<file path="src/rtl/adc_frame_pkg.sv">
// Shared types and constants for the ADC packet framer.
// Holds the FSM state enum, the default header/trailer tags, the header and
// trailer field widths and packed layouts, plus small word-building helpers.
package adc_frame_pkg;

  localparam int unsigned TAG_W  = 16;
  localparam int unsigned PAD_W  = 5;
  localparam int unsigned CHAN_W = 3;
  localparam int unsigned SEQ_W  = 8;
  localparam int unsigned CNT_W  = 16;
  localparam int unsigned HDR_W  = TAG_W + PAD_W + CHAN_W + SEQ_W;

  localparam logic [TAG_W-1:0] MAGIC_DEFAULT     = 16'hADC0;
  localparam logic [TAG_W-1:0] TRAIL_TAG_DEFAULT = 16'hE0F0;

  typedef enum logic [2:0] {
    IDLE,
    FIRST,
    HDR0,
    HDR1,
    HOLD,
    STREAM,
    TRAIL,
    WAITTX
  } frame_state_e;

  // Header word 0 layout (MSB first).
  typedef struct packed {
    logic [TAG_W-1:0]  magic;
    logic [PAD_W-1:0]  pad;
    logic [CHAN_W-1:0] chan;
    logic [SEQ_W-1:0]  seq;
  } hdr0_t;

  // Trailer word layout (MSB first).
  typedef struct packed {
    logic [TAG_W-1:0] tag;
    logic [CNT_W-1:0] count;
  } trail_t;

  function automatic logic [HDR_W-1:0] hdr0_word(input logic [TAG_W-1:0]  magic,
                                                 input logic [CHAN_W-1:0] chan,
                                                 input logic [SEQ_W-1:0]  seq);
    hdr0_t h;
    h.magic = magic;
    h.pad   = '0;
    h.chan  = chan;
    h.seq   = seq;
    return h;
  endfunction

  function automatic logic [HDR_W-1:0] trail_word(input logic [TAG_W-1:0] tag,
                                                  input logic [CNT_W-1:0] count);
    trail_t t;
    t.tag   = tag;
    t.count = count;
    return t;
  endfunction

  // Beat counter increment that sticks at all-ones.
  function automatic logic [CNT_W-1:0] cnt_sat_inc(input logic [CNT_W-1:0] c);
    return (c == '1) ? c : c + CNT_W'(1);
  endfunction

endpackage

</file>
<file path="src/rtl/adc_packet_framer_if.sv">
// Bus bundle between the FIFO read controller, the framer and the downstream
// AXI-Stream consumer.
//   s_*      : controller -> framer (header request, channel, data beats)
//   s_tready : framer -> controller
//   m_*      : framer -> downstream stream, m_tready back
//   tx_done  : framer -> controller, trailer has left the block
// modport master : the framer's view (it masters the m_* stream)
// modport slave  : the environment's view (controller + downstream sink)
interface adc_packet_framer_if
  import adc_frame_pkg::*;
#(
  parameter int unsigned DATA_W = 32
) ();

  logic              s_hdr_valid;
  logic [CHAN_W-1:0] s_addr;
  logic [DATA_W-1:0] s_tdata;
  logic              s_tvalid;
  logic              s_tlast;
  logic              s_tready;
  logic [DATA_W-1:0] m_tdata;
  logic              m_tvalid;
  logic              m_tready;
  logic              m_tlast;
  logic              tx_done;

  modport master (
    input  s_hdr_valid, s_addr, s_tdata, s_tvalid, s_tlast, m_tready,
    output s_tready, m_tdata, m_tvalid, m_tlast, tx_done
  );

  modport slave (
    output s_hdr_valid, s_addr, s_tdata, s_tvalid, s_tlast, m_tready,
    input  s_tready, m_tdata, m_tvalid, m_tlast, tx_done
  );

endinterface

</file>
<file path="src/rtl/axis_skid_buf.sv">
// Two-entry output skid buffer with a registered input ready.
// Entry 0 is always the head, so out_data/out_valid come straight from flops.
// Ports:
//   clk, rstn        : clock, synchronous active-low reset
//   in_valid/in_data : push request and payload
//   in_ready         : registered, high while fewer than two entries are held
//   in_ready_nxt_c   : value in_ready takes at the next edge (combinational)
//   out_valid/out_data/out_ready : head of buffer, popped on handshake
module axis_skid_buf #(
  parameter int unsigned W = 33
) (
  input  logic         clk,
  input  logic         rstn,
  input  logic         in_valid,
  input  logic [W-1:0] in_data,
  output logic         in_ready,
  output logic         in_ready_nxt_c,
  output logic         out_valid,
  output logic [W-1:0] out_data,
  input  logic         out_ready
);

  logic [W-1:0] d0_q, d0_d, d1_q, d1_d;
  logic         v0_q, v0_d, v1_q, v1_d;
  logic         rdy_q;
  logic         push_c, pop_c;

  // Pop shifts entry 1 into the head, then a push fills the first free slot.
  always_comb begin
    d0_d   = d0_q;
    d1_d   = d1_q;
    v0_d   = v0_q;
    v1_d   = v1_q;
    push_c = in_valid & rdy_q;
    pop_c  = v0_q & out_ready;
    if (pop_c) begin
      d0_d = d1_q;
      v0_d = v1_q;
      v1_d = 1'b0;
    end
    if (push_c) begin
      if (!v0_d) begin
        d0_d = in_data;
        v0_d = 1'b1;
      end else begin
        d1_d = in_data;
        v1_d = 1'b1;
      end
    end
    in_ready_nxt_c = ~(v0_d & v1_d);
  end

  always_ff @(posedge clk) begin
    if (!rstn) begin
      d0_q  <= '0;
      d1_q  <= '0;
      v0_q  <= 1'b0;
      v1_q  <= 1'b0;
      rdy_q <= 1'b1;
    end else begin
      d0_q  <= d0_d;
      d1_q  <= d1_d;
      v0_q  <= v0_d;
      v1_q  <= v1_d;
      rdy_q <= in_ready_nxt_c;
    end
  end

  assign in_ready  = rdy_q;
  assign out_valid = v0_q;
  assign out_data  = d0_q;

endmodule

</file>
<file path="src/rtl/adc_packet_framer.sv">
// Wraps each controller burst into a packet: header 0, header 1, data beats,
// trailer (tlast). Pulses tx_done the cycle after the trailer handshake.
// Optional build macro: FRAMER_STATS_EN adds pkt_cnt / ovr_cnt outputs.
// Ports:
//   clk, rstn : clock, synchronous active-low reset
//   bus       : adc_packet_framer_if.master (s_* in, s_tready, m_* out, tx_done)
//   pkt_cnt   : trailers sent, wraps          (FRAMER_STATS_EN only)
//   ovr_cnt   : s_hdr_valid outside IDLE      (FRAMER_STATS_EN only)
module adc_packet_framer
  import adc_frame_pkg::*;
#(
  parameter int unsigned      DATA_W    = 32,
  parameter logic [TAG_W-1:0] MAGIC     = MAGIC_DEFAULT,
  parameter logic [TAG_W-1:0] TRAIL_TAG = TRAIL_TAG_DEFAULT
) (
  input logic                 clk,
  input logic                 rstn,
  adc_packet_framer_if.master bus
`ifdef FRAMER_STATS_EN
  ,
  output logic [CNT_W-1:0]    pkt_cnt,
  output logic [CNT_W-1:0]    ovr_cnt
`endif
);

  localparam int unsigned SKID_W = DATA_W + 1;

  frame_state_e      state_q, state_d;
  logic [CHAN_W-1:0] chan_q, chan_d;
  logic [DATA_W-1:0] hold_q, hold_d;
  logic              hold_full_q, hold_full_d;
  logic              end_q, end_d;
  logic [CNT_W-1:0]  cnt_q, cnt_d;
  logic [SEQ_W-1:0]  seq_q, seq_d;
  logic              s_tready_q, s_tready_d;
  logic              tx_done_q, tx_done_d;

  logic              push_c;
  logic [DATA_W-1:0] push_data_c;
  logic              push_last_c;
  logic              beat_c;

  logic              skid_rdy;
  logic              skid_rdy_nxt_c;
  logic              skid_valid;
  logic [SKID_W-1:0] skid_data;

`ifdef FRAMER_STATS_EN
  logic [CNT_W-1:0]  pkt_cnt_q, pkt_cnt_d;
  logic [CNT_W-1:0]  ovr_cnt_q, ovr_cnt_d;
`endif

  axis_skid_buf #(
    .W (SKID_W)
  ) u_skid (
    .clk            (clk),
    .rstn           (rstn),
    .in_valid       (push_c),
    .in_data        ({push_last_c, push_data_c}),
    .in_ready       (skid_rdy),
    .in_ready_nxt_c (skid_rdy_nxt_c),
    .out_valid      (skid_valid),
    .out_data       (skid_data),
    .out_ready      (bus.m_tready)
  );

  // Next-state and push logic; every push state waits for skid ready.
  always_comb begin
    state_d     = state_q;
    chan_d      = chan_q;
    hold_d      = hold_q;
    hold_full_d = hold_full_q;
    end_d       = end_q;
    cnt_d       = cnt_q;
    seq_d       = seq_q;
    tx_done_d   = 1'b0;
    push_c      = 1'b0;
    push_data_c = '0;
    push_last_c = 1'b0;
    // s_tready is only ever high in FIRST/STREAM, and then implies skid ready.
    beat_c      = bus.s_tvalid & s_tready_q;

    case (state_q)
      IDLE: begin
        if (bus.s_hdr_valid) begin
          state_d     = FIRST;
          cnt_d       = '0;
          hold_full_d = 1'b0;
          end_d       = 1'b0;
        end
      end
      FIRST: begin
        if (beat_c) begin
          chan_d      = bus.s_addr;
          hold_d      = bus.s_tdata;
          hold_full_d = 1'b1;
          cnt_d       = CNT_W'(1);
          end_d       = bus.s_tlast;
          state_d     = HDR0;
        end else if (bus.s_tlast) begin
          // Zero-data packet: header then straight to the trailer.
          chan_d      = '0;
          hold_full_d = 1'b0;
          state_d     = HDR0;
        end
      end
      HDR0: begin
        push_c      = 1'b1;
        push_data_c = DATA_W'(hdr0_word(MAGIC, chan_q, seq_q));
        if (skid_rdy) state_d = HDR1;
      end
      HDR1: begin
        push_c      = 1'b1;
        push_data_c = '0;
        if (skid_rdy) state_d = hold_full_q ? HOLD : TRAIL;
      end
      HOLD: begin
        push_c      = 1'b1;
        push_data_c = hold_q;
        if (skid_rdy) state_d = end_q ? TRAIL : STREAM;
      end
      STREAM: begin
        if (beat_c) begin
          push_c      = 1'b1;
          push_data_c = bus.s_tdata;
          cnt_d       = cnt_sat_inc(cnt_q);
          if (bus.s_tlast) state_d = TRAIL;
        end else if (bus.s_tlast && !bus.s_tvalid) begin
          state_d = TRAIL;
        end
      end
      TRAIL: begin
        push_c      = 1'b1;
        push_data_c = DATA_W'(trail_word(TRAIL_TAG, cnt_q));
        push_last_c = 1'b1;
        if (skid_rdy) state_d = WAITTX;
      end
      WAITTX: begin
        // Only the trailer carries tlast, so this is the trailer handshake.
        if (skid_valid && bus.m_tready && skid_data[DATA_W]) begin
          tx_done_d = 1'b1;
          seq_d     = seq_q + SEQ_W'(1);
          state_d   = IDLE;
        end
      end
      default: state_d = IDLE;
    endcase

    s_tready_d = (state_d == FIRST) || ((state_d == STREAM) && skid_rdy_nxt_c);

`ifdef FRAMER_STATS_EN
    pkt_cnt_d = pkt_cnt_q;
    ovr_cnt_d = ovr_cnt_q;
    if (tx_done_d) pkt_cnt_d = pkt_cnt_q + CNT_W'(1);
    if (bus.s_hdr_valid && (state_q != IDLE)) ovr_cnt_d = ovr_cnt_q + CNT_W'(1);
`endif
  end

  always_ff @(posedge clk) begin
    if (!rstn) begin
      state_q     <= IDLE;
      chan_q      <= '0;
      hold_q      <= '0;
      hold_full_q <= 1'b0;
      end_q       <= 1'b0;
      cnt_q       <= '0;
      seq_q       <= '0;
      s_tready_q  <= 1'b0;
      tx_done_q   <= 1'b0;
`ifdef FRAMER_STATS_EN
      pkt_cnt_q   <= '0;
      ovr_cnt_q   <= '0;
`endif
    end else begin
      state_q     <= state_d;
      chan_q      <= chan_d;
      hold_q      <= hold_d;
      hold_full_q <= hold_full_d;
      end_q       <= end_d;
      cnt_q       <= cnt_d;
      seq_q       <= seq_d;
      s_tready_q  <= s_tready_d;
      tx_done_q   <= tx_done_d;
`ifdef FRAMER_STATS_EN
      pkt_cnt_q   <= pkt_cnt_d;
      ovr_cnt_q   <= ovr_cnt_d;
`endif
    end
  end

  assign bus.s_tready = s_tready_q;
  assign bus.m_tdata  = skid_data[DATA_W-1:0];
  assign bus.m_tlast  = skid_data[DATA_W];
  assign bus.m_tvalid = skid_valid;
  assign bus.tx_done  = tx_done_q;

`ifdef FRAMER_STATS_EN
  assign pkt_cnt = pkt_cnt_q;
  assign ovr_cnt = ovr_cnt_q;
`endif

endmodule

</file>
<file path="src/flat_wrapper.sv">
// flat-port wrapper written by rule: the top's interface ports become plain ports
module adc_packet_framer_flat import adc_frame_pkg::*;
#(
  parameter int unsigned      DATA_W    = 32,
  parameter logic [TAG_W-1:0] MAGIC     = MAGIC_DEFAULT,
  parameter logic [TAG_W-1:0] TRAIL_TAG = TRAIL_TAG_DEFAULT
)
  (clk, rstn, bus_s_hdr_valid, bus_s_addr, bus_s_tdata, bus_s_tvalid, bus_s_tlast, bus_m_tready, bus_s_tready, bus_m_tdata, bus_m_tvalid, bus_m_tlast, bus_tx_done);
  adc_packet_framer_if #(.DATA_W(DATA_W)) bus_i ();
  input logic clk;
  input logic rstn;
  input wire logic [$bits(bus_i.s_hdr_valid)-1:0] bus_s_hdr_valid;
  input wire logic [$bits(bus_i.s_addr)-1:0] bus_s_addr;
  input wire logic [$bits(bus_i.s_tdata)-1:0] bus_s_tdata;
  input wire logic [$bits(bus_i.s_tvalid)-1:0] bus_s_tvalid;
  input wire logic [$bits(bus_i.s_tlast)-1:0] bus_s_tlast;
  input wire logic [$bits(bus_i.m_tready)-1:0] bus_m_tready;
  output wire logic [$bits(bus_i.s_tready)-1:0] bus_s_tready;
  output wire logic [$bits(bus_i.m_tdata)-1:0] bus_m_tdata;
  output wire logic [$bits(bus_i.m_tvalid)-1:0] bus_m_tvalid;
  output wire logic [$bits(bus_i.m_tlast)-1:0] bus_m_tlast;
  output wire logic [$bits(bus_i.tx_done)-1:0] bus_tx_done;
  assign bus_i.s_hdr_valid = bus_s_hdr_valid;
  assign bus_i.s_addr = bus_s_addr;
  assign bus_i.s_tdata = bus_s_tdata;
  assign bus_i.s_tvalid = bus_s_tvalid;
  assign bus_i.s_tlast = bus_s_tlast;
  assign bus_i.m_tready = bus_m_tready;
  assign bus_s_tready = bus_i.s_tready;
  assign bus_m_tdata = bus_i.m_tdata;
  assign bus_m_tvalid = bus_i.m_tvalid;
  assign bus_m_tlast = bus_i.m_tlast;
  assign bus_tx_done = bus_i.tx_done;
  adc_packet_framer #(.DATA_W(DATA_W), .MAGIC(MAGIC), .TRAIL_TAG(TRAIL_TAG)) u_core (.clk(clk), .rstn(rstn), .bus(bus_i));
endmodule
</file>
<file path="config.mk">
export PLATFORM = sky130hd
export DESIGN_NAME = adc_packet_framer_flat
export DESIGN_NICKNAME = d
export VERILOG_FILES = /design/src/rtl/adc_frame_pkg.sv /design/src/rtl/adc_packet_framer_if.sv /design/src/rtl/axis_skid_buf.sv /design/src/rtl/adc_packet_framer.sv /design/src/flat_wrapper.sv
export SDC_FILE = /design/constraint.sdc
export NUM_CORES = 1
export LEC_CHECK = 0
export BUFFER_PORTS_ARGS = -buffer_cell sky130_fd_sc_hd__buf_2
export CORE_AREA = 5 5 113 115
export CTS_CLUSTER_DIAMETER = 60
export DETAILED_ROUTE_END_ITERATION = 8
export DIE_AREA = 0 0 118 120
export PLACE_DENSITY = 0.79
export RECOVER_POWER = 50
export SYNTH_ARGS = -nofsm -noshare
export SYNTH_HDL_FRONTEND = slang
export SYNTH_SLANG_ARGS = --single-unit
</file>
<file path="constraint.sdc">
create_clock -name clk -period 2.25 [get_ports clk]
set_input_delay 0.45 -clock clk [delete_from_list [all_inputs] [get_ports clk]]
set_output_delay 0.45 -clock clk [all_outputs]
set_load 0.02 [all_outputs]
</file>
### After elaboration in Yosys (flattened, before gate mapping)

Cells that the tools add are included.

| cells by class | value |
|---|---|
| bitwise gates (word level) | 5 |
| add/subtract/negate cells | 2 |
| eq/ne operators | 15 |
| reductions and logical operators | 19 |
| muxes and demuxes | 41 |

Operators by type and width:

| cell | number |
|---|---|
| 32-bit case mux with 4 select lines | 1 |
| 33-bit 2-to-1 mux | 3 |
| 16-bit 2-to-1 mux | 4 |
| 16-bit case mux with 3 select lines | 1 |
| 3-bit 2-to-1 mux | 13 |
| 32-bit 2-to-1 mux | 1 |
| 3-bit case mux with 8 select lines | 1 |
| 16-bit by 1-bit adder with 16-bit output (second input constant) | 1 |
| 16-bit equality test (second input constant) | 1 |
| 3-bit equality test (second input constant) | 5 |
| 1-bit 2-to-1 mux | 12 |
| 2-bit AND reduction | 5 |
| 8-bit by 1-bit adder with 8-bit output (second input constant) | 1 |
| 3-bit by 1-bit equality test with 1-bit output (second input constant) | 2 |
| 3-bit by 2-bit equality test with 1-bit output (second input constant) | 2 |
| 1-bit case mux with 2 select lines | 3 |
| 3-bit AND reduction | 2 |
| 5-bit AND reduction | 1 |
| 1-bit AND | 4 |
| 1-bit logical AND | 4 |
| 2-bit 2-to-1 mux | 2 |
| 2-bit by 1-bit != test with 1-bit output (second input constant) | 2 |
| 2-bit != test (second input constant) | 2 |
| 2-bit nonzero test | 2 |
| other kinds (7) | 7 |

| word-level totals | value |
|---|---|
| bits of input ports | 41 |
| bits in registers | 135 |
| logic and storage cells | 96 |

### Longest topological paths before layout

| logic depth | value |
|---|---|
| depth in word-level cells | 9 |
| mapped depth | 9 |
| depth with buffers taken out | 5 |

### Cells and area by module

A second synthesis with hierarchy kept.

| unflattened totals | value |
|---|---|
| cell total of the unflattened synthesis | 786 |
| area, all modules | 6,807.8 µm² |

By module, submodules not included:

| module | times used | area an instance (µm²) | cells an instance | sequential area each (µm²) |
|---|---|---|---|---|
| adc_packet_framer | 1 | 3,629.7 | 476 | 1,321.3 |
| axis_skid_buf | 1 | 3,178.0 | 310 | 1,381.3 |

### Worst setup path before layout

OpenSTA, ideal clock, no wires.

| path | value |
|---|---|
| path type | register to register |
| from | register u_core.cnt_q[0] |
| to | register u_core.cnt_q[14] |
| setup time | 0.119 ns |
| stages on the path, launching flop included | 8 |
| arrival time | 1.635 ns |
| path slack | 0.496 ns |
| buffers on the path | 2 |
| cell sequence | dfxtp_1 -> ha_1 -> and4_1 -> buf_2 -> nor4bb_1 -> buf_2 -> a31oi_1 -> o221a_2 |

| on the way | value |
|---|---|
| cells in the longest elaborated chain, start to end | 4 |

Ends and longest elaborated chain:

| item | line | text |
|---|---|---|
| from (decl) | adc_packet_framer.sv:33 | `logic [CNT_W-1:0] cnt_q, cnt_d;` |
| from (signal assigned) | adc_packet_framer.sv:180 | `cnt_q <= cnt_d;` |
| 16-bit by 1-bit adder with 16-bit output | adc_frame_pkg.sv:62 | `return (c == '1) ? c : c + CNT_W'(1);` |
| 16-bit 2-to-1 mux | adc_frame_pkg.sv:62 |  |
| 16-bit 2-to-1 mux | adc_packet_framer.sv:123 | `if (beat_c) begin` |
| 16-bit case mux with 3 select lines | adc_packet_framer.sv:83 | `case (state_q)` |

Parallel ways exist; a longest one is shown, timed or not. The select of a mux whose other input is x is not followed.
A chain may end at the register's enable or synchronous reset.

### Worst setup path in the final report

| path | value |
|---|---|
| from | register u_core.state_q[0] |
| to | register u_core.u_skid.d0_q[3], in the netlist u_core.u_skid.out_data[3] |

| on the way | value |
|---|---|
| cells in the longest elaborated chain, start to end | 5 |

Ends and longest elaborated chain:

| item | line | text |
|---|---|---|
| from (decl) | adc_packet_framer.sv:28 | `frame_state_e state_q, state_d;` |
| from (signal assigned) | adc_packet_framer.sv:175 | `state_q <= state_d;` |
| 3-bit by 2-bit equality test with 1-bit output / 3-bit equality test (equally long branches) | adc_packet_framer.sv:83 |  |
| 4-bit OR reduction (no line) | - |  |
| 1-bit case mux with 2 select lines | adc_packet_framer.sv:83 |  |
| 1-bit AND | axis_skid_buf.sv:34 | `push_c = in_valid & rdy_q;` |
| 33-bit 2-to-1 mux (*) | axis_skid_buf.sv:41 | `if (push_c) begin` |
| to (signal assigned) | axis_skid_buf.sv:55 | `d0_q <= '0;` |
| to (signal assigned) | axis_skid_buf.sv:61 | `d0_q <= d0_d;` |
| to (decl) | axis_skid_buf.sv:23 | `logic [W-1:0] d0_q, d0_d, d1_q, d1_d;` |

Every way passes the cells marked *; elsewhere a longest branch is shown, timed or not.

==> flow_summary.ini <==
[outcome]
run_status = finished, final reports clean

[worst_setup_path]
r2r_cells = 6
timing.rr.start = u_core.state_q[0]$_SDFF_PN0_
critPathCaptureType = flip-flop
required_ns = 2.57
r2r_setup_slack_ns = 0.15
startpoint_type = flip-flop
crit_type = flip-flop to flip-flop
worstReg2RegEnd = u_core.u_skid.out_data[3]$_SDFF_PN0_
worstPathArrival_ns = 2.41
critPathMaxFanout = 21

[die]
core_area_um2 = 11700
start_util = 0.571
io_pins = 77
die_w_um = 118
die-height_um = 120
rows = 40
die_area_um2 = 14200

[grt]
grt_start_max_net_pins = 44
first_global_vias = 6167
overflow = 0
grt.total_usage = 0.268
antenna_found_initial = 0
grt_pass1_wl_mm = 31.0

[worst_hold_path]
hp-class = input port to flip-flop
hold_path_depth = 3
worstHoldStart = bus_s_addr[0]
whs_endpoint = u_core.chan_q[0]$_SDFFE_PN0P_

[pwr]
power.density_nw_per_um2 = 904
p_int_mw = 4.98
p_comb_frac = 0.209
p_leak_nw = 3.26
pwr-share-clk = 0.412
max-vdd-ir-drop_v = 0.000880
swShare = 0.297
seqPwrFrac = 0.379
power.switching_mw = 2.11

[sta]
slew_headroom = 0.562
setup_violations = 0
setup_ws_ns = 0.153
drv_slew = 0
final.setup_skew_ns = 0.00723
rsz0062_at_grt = false
fmax_mhz = 477
finalCritPeriodShare = 0.932
hold_viol_final = 0
max_slew.worst_pin.slew_ns = 0.655
min_period_ns = 2.10
holdWs_ns = 0.259

[placed_design]
gp_congestion = 0.927
dp_slack_ns = -0.00552
port_buffers = 76
dpl.cell_count = 960
dp_hpwl_mm = 12.9

[logic_synthesis]
yosysUniqueCellTypes = 61
yosysSeqAreaShare = 0.404
synth_top_area_share = 0.404
syn_nets = 814
yosysTopAreaCell = dfxtp_1
ys_warn_count = 0
avgSynthCellArea_um2 = 8.67
synth-edff-count = 0
netlist_area_um2 = 6680
yosysMostFrequentCell = dfxtp_1
synthCells = 771
synthArstFlopShare = 0
synth_seq_cells = 135
ys.flop_type = dfxtp_1
synth_commonest_cells = dfxtp_1, nand2_1, a21oi_1
synth_area_leaders = dfxtp_1, mux2i_1, nand2_1

[run]
drv_cap = 0

[clock_tree]
clk_pin_slew_ns = 0.06
numCtsBuffers = 17
insertion_delay_ns = 0.43
h-tree-depth = 4
cts_tree = done
ctsRootBufferMaster = clkbuf_16
cts.sinks = 135
clockBufferDepth = 2

[finish]
area_growth_pct = 17.4
diodes = 0
layout-drive-gt1-share = 0.153
nets = 875
nFillCells = 970
stdcell_count = 990

[drt]
vias = 6413
drt_pre_antenna_iters = 6
vias_per_cell = 6.48
drtIter0Drc = 805
wl_per_cell_um = 19.4
finalWirelength_mm = 19.2
route.detailed.drc = 0
antenna_left = 0
## per-stage QoR
step	instance area [um2]	TNS [ns]	utilization	total power, mW
2_1_floorplan	6680	0	-	3.75
3_3_place_gp	7290	0	0.622	4.17
3_5_place_dp	7290	-0.0104	0.622	4.22
4_1_cts	7900	0	0.674	7.12
5_1_grt	7840	0	0.670	7.35
6_report	7840	0	0.670	7.09
## state kept, by name, summed over array words and instances, names as in the netlist, 3 cells and up
| register | flops |
|---|---|
| u_core.chan_q | 3 |
| u_core.hold_q | 32 |
| u_core.cnt_q | 16 |
| u_core.u_skid.out_data | 33 |
| u_core.seq_q | 8 |
| u_core.state_q | 3 |
| u_core.u_skid.d1_q | 33 |
## cells in the final DEF, fill, tap and decap left out, drive strengths merged, types with 5 or more instances in the layout
| master | Yosys | routed |
|---|---|---|
| buf | 34 | 78 |
| a21o | 18 | 18 |
| nor2 | 15 | 15 |
| xnor2 | 5 | 5 |
| mux2i | 38 | 38 |
| a22oi | 11 | 11 |
| nor2b | 6 | 6 |
| and3 | 13 | 13 |
| dfxtp | 135 | 135 |
| a21oi | 67 | 67 |
| inv | 15 | 17 |
| nor4 | 6 | 6 |
| nor3 | 27 | 27 |
| o2bb2ai | 16 | 16 |
| nand4 | 12 | 12 |
| mux2 | 12 | 12 |
| o211a | 37 | 37 |
| a32oi | 5 | 5 |
| nand2 | 101 | 101 |
| o21ai | 27 | 27 |
| a311oi | 14 | 14 |
| nand3 | 33 | 33 |
| clkbuf | 42 | 62 |
| nand3b | 11 | 11 |
| nand2b | 6 | 6 |
| o32ai | 7 | 7 |
| a211oi | 17 | 17 |
## worst max-delay path by stage
stage | from | endpoint | slack, ns | cells after the start
global placement | bus_s_tvalid | u_core.u_skid.d1_q[14]$_SDFFE_PN0P_ | 0.07 | 6
floorplan | u_core.cnt_q[0]$_SDFFE_PN0P_ | u_core.cnt_q[14]$_SDFFE_PN0P_ | 0.50 | 7
CTS | u_core.state_q[2]$_SDFF_PN0_ | u_core.u_skid.d1_q[14]$_SDFFE_PN0P_ | 0.09 | 6
global route | u_core.state_q[0]$_SDFF_PN0_ | u_core.cnt_q[2]$_SDFFE_PN0P_ | 0.04 | 6
detailed placement | bus_s_tvalid | u_core.u_skid.d1_q[7]$_SDFFE_PN0P_ | -0.006 | 6
finish | u_core.state_q[0]$_SDFF_PN0_ | u_core.u_skid.out_data[3]$_SDFF_PN0_ | 0.15 | 6
## critical path, stage by stage (launching register included)
cell and delay, ns:
dfxtp_1 0.54, and2b_1 0.25, buf_4 0.16, o31ai_4 0.26, clkbuf_2 0.41, o21ai_0 0.19
o211a_1 0.17
## power by group through the flow
stage | combinational, mW | sequential, mW | clock (mW)
global route | 1.60 | 2.71 | 3.04
global placement | 1.45 | 2.72 | 0
detailed placement | 1.49 | 2.73 | 0
floorplan | 0.890 | 2.86 | 0
finish | 1.48 | 2.69 | 2.92
CTS | 1.51 | 2.68 | 2.94
## final cells by class
| class | count | area (um2) | share of cell area |
|---|---|---|---|
| Clock buffer | 22 | 464 | 0.0592 |
| Clock inverter | 8 | 146 | 0.0187 |
| Inverter | 16 | 60.1 | 0.00766 |
| Multi-Input combinational cell | 544 | 3590 | 0.458 |
| Sequential cell | 135 | 2700 | 0.345 |
| Tap cell | 147 | 184 | 0.0235 |
| Timing Repair Buffer | 118 | 692 | 0.0882 |
## repair_timing
item,CTS,global route
hold buffers,0,0
endpoints found under the setup margin,0,18
buffers inserted,0,0
resized for setup,0,1
## logic make-up after synthesis
logic type      synth area share
compound gates             0.267
simple gates               0.180
fa+ha+maj                0.00374
mux                       0.0772
xor+xnor                 0.00655
buf+inv                   0.0603
flops                      0.404
## metal layers
layer  share of wire  track usage  wire (um)
met5               0            0          0
met4           0.042        0.143        814
met3           0.064       0.0575       1220
met2            0.47        0.432       9020
met1            0.42        0.334       8120
Note: power is estimated with default switching activity, not from simulation.
